===== src/rtl/umi_pkg.sv =====
// Shared UMI definitions for the register endpoint: opcodes, command field
// layout and the endpoint FSM state type.
package umi_pkg;

   localparam logic [4:0] UMI_REQ_READ   = 5'h01;
   localparam logic [4:0] UMI_RESP_READ  = 5'h02;
   localparam logic [4:0] UMI_REQ_WRITE  = 5'h03;
   localparam logic [4:0] UMI_RESP_WRITE = 5'h04;
   localparam logic [4:0] UMI_REQ_POSTED = 5'h05;

   localparam int OPCODE_LSB = 0;
   localparam int OPCODE_W   = 5;
   localparam int SIZE_LSB   = 5;
   localparam int SIZE_W     = 3;
   localparam int LEN_LSB    = 8;
   localparam int LEN_W      = 8;
   // Low command bits that carry the decoded fields; the rest pass through.
   localparam int CMD_LO_W   = LEN_LSB + LEN_W;

   typedef enum logic [1:0] {
      ST_IDLE    = 2'd0,
      ST_ACCESS  = 2'd1,
      ST_CAPTURE = 2'd2,
      ST_RESP    = 2'd3
   } state_e;

endpackage


===== src/rtl/umi_reg_if_if.sv =====
// UMI device-side request/response channel bundle. The endpoint uses the
// slave view; the fabric (or a bench) uses the master view.
interface umi_reg_if_if #(
   parameter int CW = 32,
   parameter int AW = 64,
   parameter int DW = 256
);
   logic          udev_req_valid;
   logic          udev_req_ready;
   logic [CW-1:0] udev_req_cmd;
   logic [AW-1:0] udev_req_dstaddr;
   logic [AW-1:0] udev_req_srcaddr;
   logic [DW-1:0] udev_req_data;
   logic          udev_resp_valid;
   logic          udev_resp_ready;
   logic [CW-1:0] udev_resp_cmd;
   logic [AW-1:0] udev_resp_dstaddr;
   logic [AW-1:0] udev_resp_srcaddr;
   logic [DW-1:0] udev_resp_data;

   modport slave (
      input  udev_req_valid, udev_req_cmd, udev_req_dstaddr, udev_req_srcaddr,
             udev_req_data, udev_resp_ready,
      output udev_req_ready, udev_resp_valid, udev_resp_cmd, udev_resp_dstaddr,
             udev_resp_srcaddr, udev_resp_data
   );

   modport master (
      output udev_req_valid, udev_req_cmd, udev_req_dstaddr, udev_req_srcaddr,
             udev_req_data, udev_resp_ready,
      input  udev_req_ready, udev_resp_valid, udev_resp_cmd, udev_resp_dstaddr,
             udev_resp_srcaddr, udev_resp_data
   );
endinterface


===== src/rtl/umi_cmd_unpack.sv =====
// Splits the low UMI command bits into opcode/size/len and classifies the
// request kind. Purely combinational.
module umi_cmd_unpack
   import umi_pkg::*;
(
   input  logic [CMD_LO_W-1:0] cmd_i,
   output logic [OPCODE_W-1:0] opcode_o,
   output logic [SIZE_W-1:0]   size_o,
   output logic [LEN_W-1:0]    len_o,
   output logic                is_read_o,
   output logic                is_write_o,
   output logic                is_posted_o
);

   assign opcode_o = cmd_i[OPCODE_LSB +: OPCODE_W];
   assign size_o   = cmd_i[SIZE_LSB +: SIZE_W];
   assign len_o    = cmd_i[LEN_LSB +: LEN_W];

   // Anything that is not one of the three request opcodes decodes to "drop".
   always_comb begin
      is_read_o   = 1'b0;
      is_write_o  = 1'b0;
      is_posted_o = 1'b0;
      case (opcode_o)
         UMI_REQ_READ:   is_read_o   = 1'b1;
         UMI_REQ_WRITE:  is_write_o  = 1'b1;
         UMI_REQ_POSTED: is_posted_o = 1'b1;
         default: begin
            is_read_o   = 1'b0;
            is_write_o  = 1'b0;
            is_posted_o = 1'b0;
         end
      endcase
   end

endmodule


===== src/rtl/umi_reg_if.sv =====
// UMI device endpoint driving a single-word register bus with 1-cycle read
// latency. One request in flight; reads and acked writes return a response.
module umi_reg_if
   import umi_pkg::*;
#(
   parameter int CW = 32,
   parameter int AW = 64,
   parameter int DW = 256,
   parameter int RW = 32
) (
   input  logic          clk,
   input  logic          reset,
   umi_reg_if_if.slave   udev,
   output logic [AW-1:0] reg_addr,
   output logic          reg_write,
   output logic          reg_read,
   output logic [4:0]    reg_opcode,
   output logic [2:0]    reg_size,
   output logic [7:0]    reg_len,
   output logic [RW-1:0] reg_wrdata,
   input  logic [RW-1:0] reg_rddata
);

   state_e                   state_q, state_d;
   logic [CW-1:CMD_LO_W]     cmd_hi_q, cmd_hi_d;
   logic [OPCODE_W-1:0]      opcode_q, opcode_d;
   logic [SIZE_W-1:0]        size_q, size_d;
   logic [LEN_W-1:0]         len_q, len_d;
   logic [AW-1:0]            dst_q, dst_d;
   logic [AW-1:0]            src_q, src_d;
   logic [RW-1:0]            wrdata_q, wrdata_d;
   logic [RW-1:0]            rddata_q, rddata_d;
   logic                     is_read_q, is_read_d;
   logic                     is_write_q, is_write_d;
   logic                     resp_valid_q, resp_valid_d;
   logic                     reg_read_q, reg_read_d;
   logic                     reg_write_q, reg_write_d;

   logic [OPCODE_W-1:0]      in_opcode_s;
   logic [SIZE_W-1:0]        in_size_s;
   logic [LEN_W-1:0]         in_len_s;
   logic                     in_is_read_s, in_is_write_s, in_is_posted_s;
   logic [4:0]               resp_op_s;
   logic                     unused_req_data_s;

   umi_cmd_unpack u_unpack (
      .cmd_i       (udev.udev_req_cmd[CMD_LO_W-1:0]),
      .opcode_o    (in_opcode_s),
      .size_o      (in_size_s),
      .len_o       (in_len_s),
      .is_read_o   (in_is_read_s),
      .is_write_o  (in_is_write_s),
      .is_posted_o (in_is_posted_s)
   );

   // Only the low register word of the request data is ever written.
   assign unused_req_data_s = ^udev.udev_req_data[DW-1:RW];

   // Next-state and datapath capture for the IDLE/ACCESS/CAPTURE/RESP sequence.
   always_comb begin
      state_d      = state_q;
      cmd_hi_d     = cmd_hi_q;
      opcode_d     = opcode_q;
      size_d       = size_q;
      len_d        = len_q;
      dst_d        = dst_q;
      src_d        = src_q;
      wrdata_d     = wrdata_q;
      rddata_d     = rddata_q;
      is_read_d    = is_read_q;
      is_write_d   = is_write_q;
      resp_valid_d = resp_valid_q;
      reg_read_d   = 1'b0;
      reg_write_d  = 1'b0;
      case (state_q)
         ST_IDLE: begin
            if (udev.udev_req_valid) begin
               cmd_hi_d    = udev.udev_req_cmd[CW-1:CMD_LO_W];
               opcode_d    = in_opcode_s;
               size_d      = in_size_s;
               len_d       = in_len_s;
               dst_d       = udev.udev_req_dstaddr;
               src_d       = udev.udev_req_srcaddr;
               wrdata_d    = udev.udev_req_data[RW-1:0];
               is_read_d   = in_is_read_s;
               is_write_d  = in_is_write_s;
               reg_read_d  = in_is_read_s;
               reg_write_d = in_is_write_s | in_is_posted_s;
               state_d     = ST_ACCESS;
            end else begin
               state_d = ST_IDLE;
            end
         end
         ST_ACCESS: begin
            if (is_read_q | is_write_q) begin
               state_d = ST_CAPTURE;
            end else begin
               state_d = ST_IDLE;
            end
         end
         ST_CAPTURE: begin
            // Register data arrives one cycle after the read strobe.
            if (is_read_q) begin
               rddata_d = reg_rddata;
            end else begin
               rddata_d = {RW{1'b0}};
            end
            resp_valid_d = 1'b1;
            state_d      = ST_RESP;
         end
         ST_RESP: begin
            if (udev.udev_resp_ready) begin
               resp_valid_d = 1'b0;
               state_d      = ST_IDLE;
            end else begin
               state_d = ST_RESP;
            end
         end
         default: begin
            resp_valid_d = 1'b0;
            state_d      = ST_IDLE;
         end
      endcase
   end

   // State and latched transaction registers, cleared by synchronous reset.
   always_ff @(posedge clk) begin
      if (reset) begin
         state_q      <= ST_IDLE;
         cmd_hi_q     <= {(CW-CMD_LO_W){1'b0}};
         opcode_q     <= {OPCODE_W{1'b0}};
         size_q       <= {SIZE_W{1'b0}};
         len_q        <= {LEN_W{1'b0}};
         dst_q        <= {AW{1'b0}};
         src_q        <= {AW{1'b0}};
         wrdata_q     <= {RW{1'b0}};
         rddata_q     <= {RW{1'b0}};
         is_read_q    <= 1'b0;
         is_write_q   <= 1'b0;
         resp_valid_q <= 1'b0;
         reg_read_q   <= 1'b0;
         reg_write_q  <= 1'b0;
      end else begin
         state_q      <= state_d;
         cmd_hi_q     <= cmd_hi_d;
         opcode_q     <= opcode_d;
         size_q       <= size_d;
         len_q        <= len_d;
         dst_q        <= dst_d;
         src_q        <= src_d;
         wrdata_q     <= wrdata_d;
         rddata_q     <= rddata_d;
         is_read_q    <= is_read_d;
         is_write_q   <= is_write_d;
         resp_valid_q <= resp_valid_d;
         reg_read_q   <= reg_read_d;
         reg_write_q  <= reg_write_d;
      end
   end

   // Response opcode follows the request kind latched at accept time.
   always_comb begin
      resp_op_s = UMI_RESP_WRITE;
      if (is_read_q) begin
         resp_op_s = UMI_RESP_READ;
      end else begin
         resp_op_s = UMI_RESP_WRITE;
      end
   end

   assign udev.udev_req_ready    = (state_q == ST_IDLE) && !reset;
   assign udev.udev_resp_valid   = resp_valid_q;
   assign udev.udev_resp_cmd     = {cmd_hi_q, len_q, size_q, resp_op_s};
   assign udev.udev_resp_dstaddr = src_q;
   assign udev.udev_resp_srcaddr = dst_q;
   assign udev.udev_resp_data    = {{(DW-RW){1'b0}}, rddata_q};

   assign reg_addr   = dst_q;
   assign reg_write  = reg_write_q;
   assign reg_read   = reg_read_q;
   assign reg_opcode = opcode_q;
   assign reg_size   = size_q;
   assign reg_len    = len_q;
   assign reg_wrdata = wrdata_q;

endmodule


===== src/flat_wrapper.sv =====
// flat-port wrapper written by rule: the top's interface ports become plain ports
module umi_reg_if_flat import umi_pkg::*;
#(
   parameter int CW = 32,
   parameter int AW = 64,
   parameter int DW = 256,
   parameter int RW = 32
)
  (clk, reset, reg_addr, reg_write, reg_read, reg_opcode, reg_size, reg_len, reg_wrdata, reg_rddata, udev_udev_req_valid, udev_udev_req_cmd, udev_udev_req_dstaddr, udev_udev_req_srcaddr, udev_udev_req_data, udev_udev_resp_ready, udev_udev_req_ready, udev_udev_resp_valid, udev_udev_resp_cmd, udev_udev_resp_dstaddr, udev_udev_resp_srcaddr, udev_udev_resp_data);
  umi_reg_if_if #(.CW(CW), .AW(AW), .DW(DW)) udev_i ();
  input  logic clk;
  input  logic reset;
  output logic [AW-1:0] reg_addr;
  output logic reg_write;
  output logic reg_read;
  output logic [4:0] reg_opcode;
  output logic [2:0] reg_size;
  output logic [7:0] reg_len;
  output logic [RW-1:0] reg_wrdata;
  input  logic [RW-1:0] reg_rddata;
  input wire logic [$bits(udev_i.udev_req_valid)-1:0] udev_udev_req_valid;
  input wire logic [$bits(udev_i.udev_req_cmd)-1:0] udev_udev_req_cmd;
  input wire logic [$bits(udev_i.udev_req_dstaddr)-1:0] udev_udev_req_dstaddr;
  input wire logic [$bits(udev_i.udev_req_srcaddr)-1:0] udev_udev_req_srcaddr;
  input wire logic [$bits(udev_i.udev_req_data)-1:0] udev_udev_req_data;
  input wire logic [$bits(udev_i.udev_resp_ready)-1:0] udev_udev_resp_ready;
  output wire logic [$bits(udev_i.udev_req_ready)-1:0] udev_udev_req_ready;
  output wire logic [$bits(udev_i.udev_resp_valid)-1:0] udev_udev_resp_valid;
  output wire logic [$bits(udev_i.udev_resp_cmd)-1:0] udev_udev_resp_cmd;
  output wire logic [$bits(udev_i.udev_resp_dstaddr)-1:0] udev_udev_resp_dstaddr;
  output wire logic [$bits(udev_i.udev_resp_srcaddr)-1:0] udev_udev_resp_srcaddr;
  output wire logic [$bits(udev_i.udev_resp_data)-1:0] udev_udev_resp_data;
  assign udev_i.udev_req_valid = udev_udev_req_valid;
  assign udev_i.udev_req_cmd = udev_udev_req_cmd;
  assign udev_i.udev_req_dstaddr = udev_udev_req_dstaddr;
  assign udev_i.udev_req_srcaddr = udev_udev_req_srcaddr;
  assign udev_i.udev_req_data = udev_udev_req_data;
  assign udev_i.udev_resp_ready = udev_udev_resp_ready;
  assign udev_udev_req_ready = udev_i.udev_req_ready;
  assign udev_udev_resp_valid = udev_i.udev_resp_valid;
  assign udev_udev_resp_cmd = udev_i.udev_resp_cmd;
  assign udev_udev_resp_dstaddr = udev_i.udev_resp_dstaddr;
  assign udev_udev_resp_srcaddr = udev_i.udev_resp_srcaddr;
  assign udev_udev_resp_data = udev_i.udev_resp_data;
  umi_reg_if #(.CW(CW), .AW(AW), .DW(DW), .RW(RW)) u_core (.clk(clk), .reset(reset), .udev(udev_i), .reg_addr(reg_addr), .reg_write(reg_write), .reg_read(reg_read), .reg_opcode(reg_opcode), .reg_size(reg_size), .reg_len(reg_len), .reg_wrdata(reg_wrdata), .reg_rddata(reg_rddata));
endmodule

===== config.mk =====
export PLATFORM = sky130hd
export DESIGN_NAME = umi_reg_if_flat
export DESIGN_NICKNAME = d
export VERILOG_FILES = /design/src/rtl/umi_pkg.sv /design/src/rtl/umi_reg_if_if.sv /design/src/rtl/umi_cmd_unpack.sv /design/src/rtl/umi_reg_if.sv /design/src/flat_wrapper.sv
export SDC_FILE = /design/constraint.sdc
export NUM_CORES = 1
export LEC_CHECK = 0
export ABC_CLOCK_PERIOD_IN_PS = 1800
export CELL_PAD_IN_SITES_DETAIL_PLACEMENT = 1
export CELL_PAD_IN_SITES_GLOBAL_PLACEMENT = 2
export CORE_AREA = 2 2 382 384
export DETAILED_ROUTE_END_ITERATION = 7
export DIE_AREA = 0 0 384 386
export HOLD_SLACK_MARGIN = 0.03
export MAX_ROUTING_LAYER = met4
export PLACE_DENSITY_LB_ADDON = 0.1
export SYNTH_ARGS = -nofsm -noshare
export SYNTH_HDL_FRONTEND = slang
export SYNTH_HIERARCHICAL = 1
export SYNTH_SLANG_ARGS = --single-unit

===== constraint.sdc =====
create_clock -name clk -period 1.8 [get_ports clk]
set_input_delay 0.54 -clock clk [delete_from_list [all_inputs] [get_ports clk]]
set_output_delay 0.54 -clock clk [all_outputs]
set_load 0.02 [all_outputs]

==> results of run 1 <==
[synthesized netlist by cell type, drive strengths merged]
| cell type | n | share of area [%] |
|---|---|---|
| conb | 1 | 0.035 |
| buf | 363 | 26 |
| a21oi | 228 | 11 |
| inv | 3 | 0.11 |
| nand2 | 422 | 15 |
| o211ai | 1 | 0.071 |
| nor2b | 1 | 0.059 |
| or3b | 1 | 0.083 |
| o31ai | 1 | 0.071 |
| nor2 | 2 | 0.095 |
| nor3 | 1 | 0.047 |
| dfxtp | 231 | 44 |
| clkbuf | 38 | 1.4 |
| nor3b | 1 | 0.12 |
| nor4b | 1 | 0.083 |
| o21a | 1 | 0.071 |
| nand2b | 2 | 0.12 |
| nand3 | 32 | 1.5 |
| and4b | 2 | 0.19 |
| and4bb | 1 | 0.12 |
[sequential cells by signal, indices dropped and copies added (netlist names), 3 cells and up]
register,cells
u_core/cmd_hi_q,16
u_core/rddata_q,32
u_core/reg_addr,64
u_core/reg_len,8
u_core/reg_opcode,5
u_core/reg_size,3
u_core/reg_wrdata,32
u_core/udev.udev_resp_dstaddr,64
[kinds of logic (layout without fill, tap and decap cells)]
| group | count (synthesis) | after routing |
|---|---|---|
| and+or+nand+nor | 466 | 466 |
| other | 1 | 246 |
| DFF | 231 | 231 |
| AOI/OAI and AO/OA | 231 | 231 |
| buffers and inverters | 404 | 646 |
[layout make-up]
cell class	instances	area, sq um
antenna	19	47.5
clock buffer	67	1270
clock inverter	3	18.8
fill	17300	128000
inverter	3	11.3
multi-input combinational	924	3890
sequential	231	4690
tap	1917	2400
timing repair buffer	573	4520
[power by group through the flow]
stage                     Sequential [uW]  Combinational, uW  Clock (uW)
after floorplan                      5950               1680           0
after global placement               5700               3120           0
after detailed placement             5710               3110           0
after CTS                            5600               2810        8430
after global routing                 5630               2970        8570
final                                5590               2720        7810
[worst max path at each step]
stage / slack (ns) / depth (start not counted) / from / end
3_5_place_dp: -0.46 / 6 / udev_udev_req_valid / u_core/reg_addr[48]
4_1_cts: -0.11 / 2 / u_core/state_q[1] / udev_udev_req_ready
3_3_place_gp: -0.44 / 5 / udev_udev_req_valid / u_core/reg_wrdata[10]
6_report: -0.03 / 2 / u_core/state_q[1] / udev_udev_req_ready
5_1_grt: -0.15 / 2 / u_core/state_q[1] / udev_udev_req_ready
2_1_floorplan: 0.1 / 3 / reset / udev_udev_req_ready
[worst reg2reg max path, stage by stage, from the launching register on]
cell and delay, ns:
dfxtp_4 0.35, buf_4 0.16, or3b_4 0.51, buf_12 0.23
nand2_1 0.20, a21oi_1 0.07
[stage by stage]
step / hold slack (ns) / area (sq um) / utilization (%) / setup WS, ns
after global routing: 0.157 / 16800 / 11.6 / -0.145
after floorplan: 0.436 / 11400 / - / 0.0980
after global placement: 0.442 / 16900 / 11.7 / -0.441
final: 0.196 / 16800 / 11.6 / -0.0324
after CTS: 0.128 / 16800 / 11.7 / -0.106
after detailed placement: 0.450 / 16900 / 11.7 / -0.460
[repair_timing]
action                                   CTS  global route
endpoints found under the setup margin   294            16
gates resized for setup                 1288            18
pin swaps                                  1             0
setup buffers                              1             0
[per-layer routing]
layer / wire, microns / vias up / global-route usage [%] / part of all wire (%)
met1: 24800 / 4573 / 8.91 / 41
met3: 6910 / 68 / 3.98 / 11
li1: - / 4611 / - / -
met2: 27600 / 504 / 12.5 / 46
met4: 1390 / 0 / 2.35 / 2.3
met5: 0 / - / - / 0
==> reports/qor.csv, run 1 <==
stage;metric;value;unit
placed_design;dp.cells;3648;
setup_path;crit_chain;nor3_4 > buf_12;
layout;final_common_cell;nand2_1;
floorplanning;core_area;145000;sq um
yosys;ys_types;24;
floorplanning;die-area;148000;sq um
power_and_ir_drop;power.leakage;0.00698;uW
layout;nets;2226;
setup_path;crit_buf_inv;1;
clock_tree;cts_inserted_buffers;41;
yosys;synth-compound-area-share;11.0;%
setup_path;cp.arrival;1.29;ns
floorplanning;die_x;384;microns
setup_path;r2r-end;u_core/reg_addr[63];
timing;final_max_slew_viol_count;0;
clock_tree;cts_root_buf;clkbuf_16;
min_path;holdCritPathClass;in2reg;
setup_path;ff2ff_path_depth;5;
global_routing;grt_pass1_vias;10100;
timing;period_needed;1.83;ns
floorplanning;row_count;140;
power_and_ir_drop;p_int;11100;uW
global_routing;grt_max_degree;93;
setup_path;cpMaxStageDelayCell;dfxtp_4;
layout;final_cell_mix;nand2_1, buf_2, a21oi_1;
timing;max_freq;546;MHz
routing;wl_per_cell;16.2;microns
floorplanning;start_util;7.31;%
yosys;synth_warnings;6;
timing;tns;-0.0324;ns
routing;wl;60700;microns
placed_design;dpl.hpwl;45800;microns
timing;max_slew_margin;50.1;%
routing;ant_nets;0;
power_and_ir_drop;power;16100;uW
placed_design;io_buffers;532;
yosys;synth_xor_area_share;0;%
global_routing;grt_pass1_wl;81200;microns
routing;drt-vias-per-instance;2.61;
min_path;hold_path_end;u_core/state_q[0];
routing;drc;0;
routing;firstDrtPassIters;4;
yosys;syn_area;10600;sq um
clock_tree;clock_latency;0.60;ns
global_routing;grt_usage;7.99;%
layout;drive_gt1_share;24.8;%
global_routing;gr-total-overflow;0;
clock_tree;cts.sinks;231;
timing;setup_violations;1;
power_and_ir_drop;swShare;31.0;%
yosys;yosys.area_share.adder;0;%
placed_design;place.gp.congestion;0.690;
clock_tree;clk_pin_slew;0.05;ns
timing;period_share;102;%
clock_tree;cts_hold_buf;0;
setup_path;cp_top_family;flip-flops;
yosys;synth_top_family_by_area;buffers and inverters;
outcome;outcome;complete, but fails checks;
timing;tightest_slew;0.748;ns
layout;layout.cells.non_filler;3737;
yosys;synthSimpleGateAreaFrac;17.4;%
run;cap_violations;0;
yosys;synthMuxAreaShare;0;%
power_and_ir_drop;power_density;957;nW/um^2
clock_tree;cts_buffer_depth;3;
min_path;worstHoldStart;reset;
power_and_ir_drop;p_sw;4990;uW
power_and_ir_drop;p_clk_share;48.5;%
floorplanning;fp.dieH;386;microns
routing;vias;9756;
global_routing;grt_antenna_before_repair;16;
yosys;syn_inst;1333;
setup_path;crit_path_max_incr_delay;0.35;ns
layout;area_growth;59.3;%
timing;grt_setup_unrepaired;true;
clock_tree;cts-htree-levels;2;
setup_path;rrSetupSlack;0.15;ns
yosys;yosysSeqAreaShare;43.8;%
setup_path;r2r-start;u_core/state_q[1];
setup_path;crit_path_end_kind;primary output;
yosys;synth-seq-cells;231;
timing;hold_violations;0;
timing;clock_skew;0.0266;ns
timing;fin_ws;-0.0324;ns
power_and_ir_drop;p_seq_share;34.7;%
setup_path;start_kind;register;
yosys;synth_area_per_cell;7.93;sq um
outcome;violations;negative setup slack;
power_and_ir_drop;ir_worst_vdd;544;uV
min_path;holdPathStages;2;
floorplanning;ios;984;
routing;drtIter0Drc;237;
setup_path;criticalPathCategory;reg2out;
setup_path;cp_max_fo;2;
power_and_ir_drop;combPwrFrac;16.9;%
clock_tree;cts_tree;yes;
setup_path;required;1.26;ns
Note: power is estimated with default switching activity, not from simulation.
==> inputs of run 2 (changes only) <==
- CTS_CLUSTER_DIAMETER: unset -> 30
==> reports/qor.csv, run 2 (same netlist as run 1, synthesis figures left out) <==
stage;metric;value;unit
outcome;outcome;complete, but fails checks;
outcome;violations;negative setup slack;
floorplanning;ios;984;
timing;fin_ws;-0.114;ns
layout;final_cell_mix;nand2_1, a21oi_1, conb_1;
floorplanning;start_util;7.31;%
timing;max_freq;523;MHz
power_and_ir_drop;power_density;1210;nW/um^2
setup_path;required;1.26;ns
setup_path;cp-startpoint;u_core/state_q[1];
timing;setup_violations;1;
setup_path;cp.arrival;1.37;ns
global_routing;grt_usage;8.16;%
global_routing;gr-total-overflow;0;
min_path;holdCritPathClass;in2reg;
power_and_ir_drop;ir_worst_vdd;665;uV
setup_path;crit_path_end_kind;primary output;
power_and_ir_drop;power.leakage;0.00817;uW
floorplanning;core_area;145000;sq um
routing;firstDrtPassIters;4;
setup_path;cp_top_family;flip-flops;
placed_design;placed_area;16900;sq um
routing;drc;0;
min_path;worstHoldStart;reset;
setup_path;r2r-start;u_core/state_q[0];
routing;drt-vias-per-instance;2.66;
setup_path;criticalPathCategory;reg2out;
global_routing;grt_antenna_before_repair;14;
clock_tree;clk_pin_slew;0.04;ns
timing;max_slew_margin;49.6;%
clock_tree;cts-htree-levels;3;
routing;wl;61100;microns
clock_tree;cts_buffer_depth;3;
layout;final_common_cell;nand2_1;
timing;final_max_slew_viol_count;0;
setup_path;cp_max_fo;2;
setup_path;start_kind;register;
timing;tightest_slew;0.755;ns
clock_tree;cts.sinks;231;
clock_tree;clock_latency;0.68;ns
timing;period_share;106;%
floorplanning;row_count;140;
setup_path;crit_buf_inv;1;
timing;period_needed;1.91;ns
power_and_ir_drop;swShare;26.7;%
placed_design;dpl.hpwl;45800;microns
routing;drtIter0Drc;243;
layout;final_area;20500;sq um
setup_path;crit_path_max_incr_delay;0.34;ns
global_routing;grt_max_degree;93;
placed_design;io_buffers;532;
placed_design;place.gp.congestion;0.690;
timing;clock_skew;0.0177;ns
power_and_ir_drop;combPwrFrac;12.2;%
layout;drive_gt1_share;31.9;%
setup_path;crit_chain;nor3_4 > buf_12;
clock_tree;cts_tree;yes;
routing;vias;10300;
setup_path;cpMaxStageDelayCell;dfxtp_4;
clock_tree;cts_root_buf;clkbuf_16;
floorplanning;fp.dieH;386;microns
layout;nets;2303;
power_and_ir_drop;p_seq_share;22.7;%
run;cap_violations;0;
floorplanning;die-area;148000;sq um
placed_design;pre_cts_ws;-0.460;ns
floorplanning;die_x;384;microns
routing;ant_nets;0;
timing;tns;-0.114;ns
power_and_ir_drop;p_clk_share;65.1;%
global_routing;grt_pass1_vias;10900;
timing;hold_violations;0;
power_and_ir_drop;p_int;18200;uW
global_routing;grt_pass1_wl;82400;microns
power_and_ir_drop;p_sw;6660;uW
clock_tree;cts_inserted_buffers;113;
routing;wl_per_cell;15.8;microns
timing;grt_setup_unrepaired;true;
layout;area_growth;94.1;%
-- run 2: cell types whose count changed in the layout (fill, tap and decap cells not counted), moves of 6 or more --
cell,previous run,this run
buf_2,278,9
dfxtp_2,31,83
clkbuf_16,43,113
clkbuf_8,10,4
buf_4,40,117
dfxtp_1,193,94
dfxtp_4,7,54
clkbuf_1,14,73
buf_6,0,196
-- run 2: worst reg2reg max path: cells and delay by family (launching register included) --
kind	cells	cell delay (ns)
AOI/OAI and AO/OA	1	0.07
buffers and inverters	2	0.40
DFF	1	0.36
and+or+nand+nor	2	0.70
-- run 2: worst paths after layout --
check / endpoint / slack (ns) / cells after the start
setup reg to reg: u_core/reg_wrdata[21] / 0.13 / 5
hold reg to reg: u_core/cmd_hi_q[27] / 0.45 / 2
setup / recovery: udev_udev_req_ready / -0.11 / 2
hold / removal: u_core/reg_addr[7] / 0.31 / 3
-- run 2: final cells by class --
type	count	area [sq um]
clock inverter	6	121
fill	17000	124000
inverter	3	11.3
multi-input combinational	924	3890
clock buffer	190	3160
sequential	231	4930
timing repair buffer	578	5970
tap	1917	2400
antenna	15	37.5
-- run 2: routing by layer --
layer	GRT usage (%)	part of all wire [%]	wire [microns]
met1	8.82	40	24500
met2	12.4	45	27700
met3	4.05	11	7010
met4	3.85	3.2	1960
met5	-	0	0
-- run 2: timing repair --
action                                  4_1_cts  5_1_grt
buffers inserted                              3        1
endpoints found under the setup margin      304       22
pin swaps                                     1        1
resized for setup                          1915        3
gates cloned                                  0        0
hold buffers                                  2        0
hold endpoints to repair                      4        0
-- run 2: power by group through the flow --
| stage | Combinational, uW | Clock (uW) | Sequential, uW |
|---|---|---|---|
| floorplan | 1680 | 0 | 5950 |
| global placement | 3120 | 0 | 5700 |
| detailed placement | 3110 | 0 | 5710 |
| CTS | 3120 | 16900 | 5680 |
| global route | 3300 | 17200 | 5700 |
| finish | 3040 | 16200 | 5660 |
-- run 2: stage by stage --
step | total power [uW] | util (%) | hold slack [ns] | std cells
3_3_place_gp | 8820 | 11.7 | 0.442 | 3648
2_1_floorplan | 7620 | - | 0.436 | 1559
6_report | 24900 | 14.2 | 0.309 | 3864
4_1_cts | 25700 | 14.2 | 0.268 | 3848
5_1_grt | 26200 | 14.2 | 0.285 | 3863
3_5_place_dp | 8820 | 11.7 | 0.450 | 3648
==> inputs of run 3 (changes only) <==
- TNS_END_PERCENT: unset -> 30
==> reports/qor.csv, run 3 (same netlist as run 1, synthesis figures left out) <==
stage;metric;value;unit
outcome;outcome;complete, but fails checks;
outcome;violations;negative setup slack;
timing;period_share;106;%
placed_design;io_buffers;532;
power_and_ir_drop;ir_worst_vdd;665;uV
power_and_ir_drop;swShare;26.8;%
setup_path;cp_max_fo;2;
floorplanning;core_area;145000;sq um
clock_tree;cts.sinks;231;
setup_path;crit_path_end_kind;primary output;
min_path;holdCritPathClass;in2reg;
timing;fin_ws;-0.114;ns
timing;grt_setup_unrepaired;true;
routing;drt-vias-per-instance;2.66;
power_and_ir_drop;p_int;18200;uW
power_and_ir_drop;p_seq_share;22.8;%
routing;ant_nets;0;
layout;nets;2302;
layout;layout.cells.non_filler;3863;
floorplanning;die-area;148000;sq um
layout;final_common_cell;nand2_1;
placed_design;place.gp.congestion;0.690;
layout;area_growth;90.0;%
clock_tree;cts_tree;yes;
placed_design;dp.cells;3648;
global_routing;grt_max_degree;93;
floorplanning;row_count;140;
placed_design;dpl.hpwl;45800;microns
floorplanning;die_x;384;microns
setup_path;start_kind;register;
routing;drc;0;
layout;drive_gt1_share;30.6;%
timing;final_max_slew_viol_count;0;
layout;final_cell_mix;nand2_1, a21oi_1, conb_1;
clock_tree;cts_root_buf;clkbuf_16;
power_and_ir_drop;p_sw;6640;uW
global_routing;grt_usage;8.16;%
setup_path;required;1.26;ns
global_routing;grt_pass1_vias;10900;
timing;tightest_slew;0.756;ns
floorplanning;fp.dieH;386;microns
setup_path;rrSetupSlack;0.13;ns
timing;setup_violations;3;
floorplanning;start_util;7.31;%
routing;firstDrtPassIters;4;
routing;wl;61100;microns
routing;vias;10300;
run;cap_violations;0;
timing;period_needed;1.91;ns
global_routing;grt_pass1_wl;82400;microns
clock_tree;clk_pin_slew;0.04;ns
clock_tree;clock_latency;0.68;ns
routing;drtIter0Drc;234;
timing;max_freq;523;MHz
clock_tree;cts_inserted_buffers;113;
timing;hold_violations;0;
power_and_ir_drop;p_clk_share;65.3;%
timing;clock_skew;0.0208;ns
clock_tree;cts-htree-levels;3;
global_routing;gr-total-overflow;0;
global_routing;grt_antenna_before_repair;13;
power_and_ir_drop;power.leakage;0.00807;uW
placed_design;pre_cts_ws;-0.460;ns
setup_path;cp.arrival;1.37;ns
clock_tree;cts_buffer_depth;3;
power_and_ir_drop;combPwrFrac;11.9;%
power_and_ir_drop;power_density;1240;nW/um^2
setup_path;criticalPathCategory;reg2out;
floorplanning;ios;984;
routing;wl_per_cell;15.8;microns
timing;max_slew_margin;49.6;%
[run 3: changes by cell type in the layout (fill, tap and decap cells not counted), sizes merged]
cell and change:
clkdlybuf4s15 +2, buf -25, clkbuf +22
[run 3: per-layer routing]
metal,up-vias,routed length [microns],global-route usage (%)
met5,-,0,-
met4,0,1970,3.85
met3,141,7050,4.06
met2,590,27600,12.4
met1,4745,24500,8.84
li1,4810,-,-
[run 3: final cells by class]
class	count	area [sq um]
Clock buffer	190	3160
Sequential cell	231	4870
Tap cell	1917	2400
Inverter	3	11.3
Clock inverter	6	121
Antenna cell	15	37.5
Timing Repair Buffer	577	5590
Fill cell	17000	124000
Multi-Input combinational cell	924	3890
[run 3: critical path: stages, from the launching register on]
cell and delay [ns]:
dfxtp_4 0.34, nor3_4 0.21, buf_12 0.15
[run 3: worst paths after layout]
path | endpoint | depth (start not counted) | start
max reg2reg | u_core/reg_wrdata[21] | 5 | u_core/state_q[0]
min reg2reg | u_core/reg_wrdata[5] | 2 | u_core/reg_wrdata[5]
max | udev_udev_req_ready | 2 | u_core/state_q[1]
min | u_core/reg_addr[1] | 3 | reset
[run 3: through the flow]
step                utilization, %  hold slack, ns  area [sq um]  TNS (ns)  total power, uW
floorplan                        -           0.436         11400         0             7620
global placement              11.7           0.442         16900    -71.88             8820
detailed placement            11.7           0.450         16900    -75.17             8820
finish                        13.9           0.311         20100    -0.184            24800
CTS                           14.1           0.268         20400    -35.34            25500
global route                  13.9           0.287         20100    -0.819            26100
[run 3: timing repair]
| item | CTS | global route |
|---|---|---|
| resized for setup | 1144 | 623 |
| pin swaps | 1 | 1 |
| hold buffers | 2 | 0 |
| endpoints found under the setup margin | 304 | 206 |
| endpoints found under the hold margin | 4 | 0 |
| buffers inserted | 2 | 1 |
[run 3: power by group through the flow]
stage,logic [uW],registers (uW),clock network (uW)
after floorplan,1680,5950,0
after global routing,3210,5690,17200
final,2960,5640,16200
after CTS,3030,5650,16900
after global placement,3120,5700,0
after detailed placement,3110,5710,0
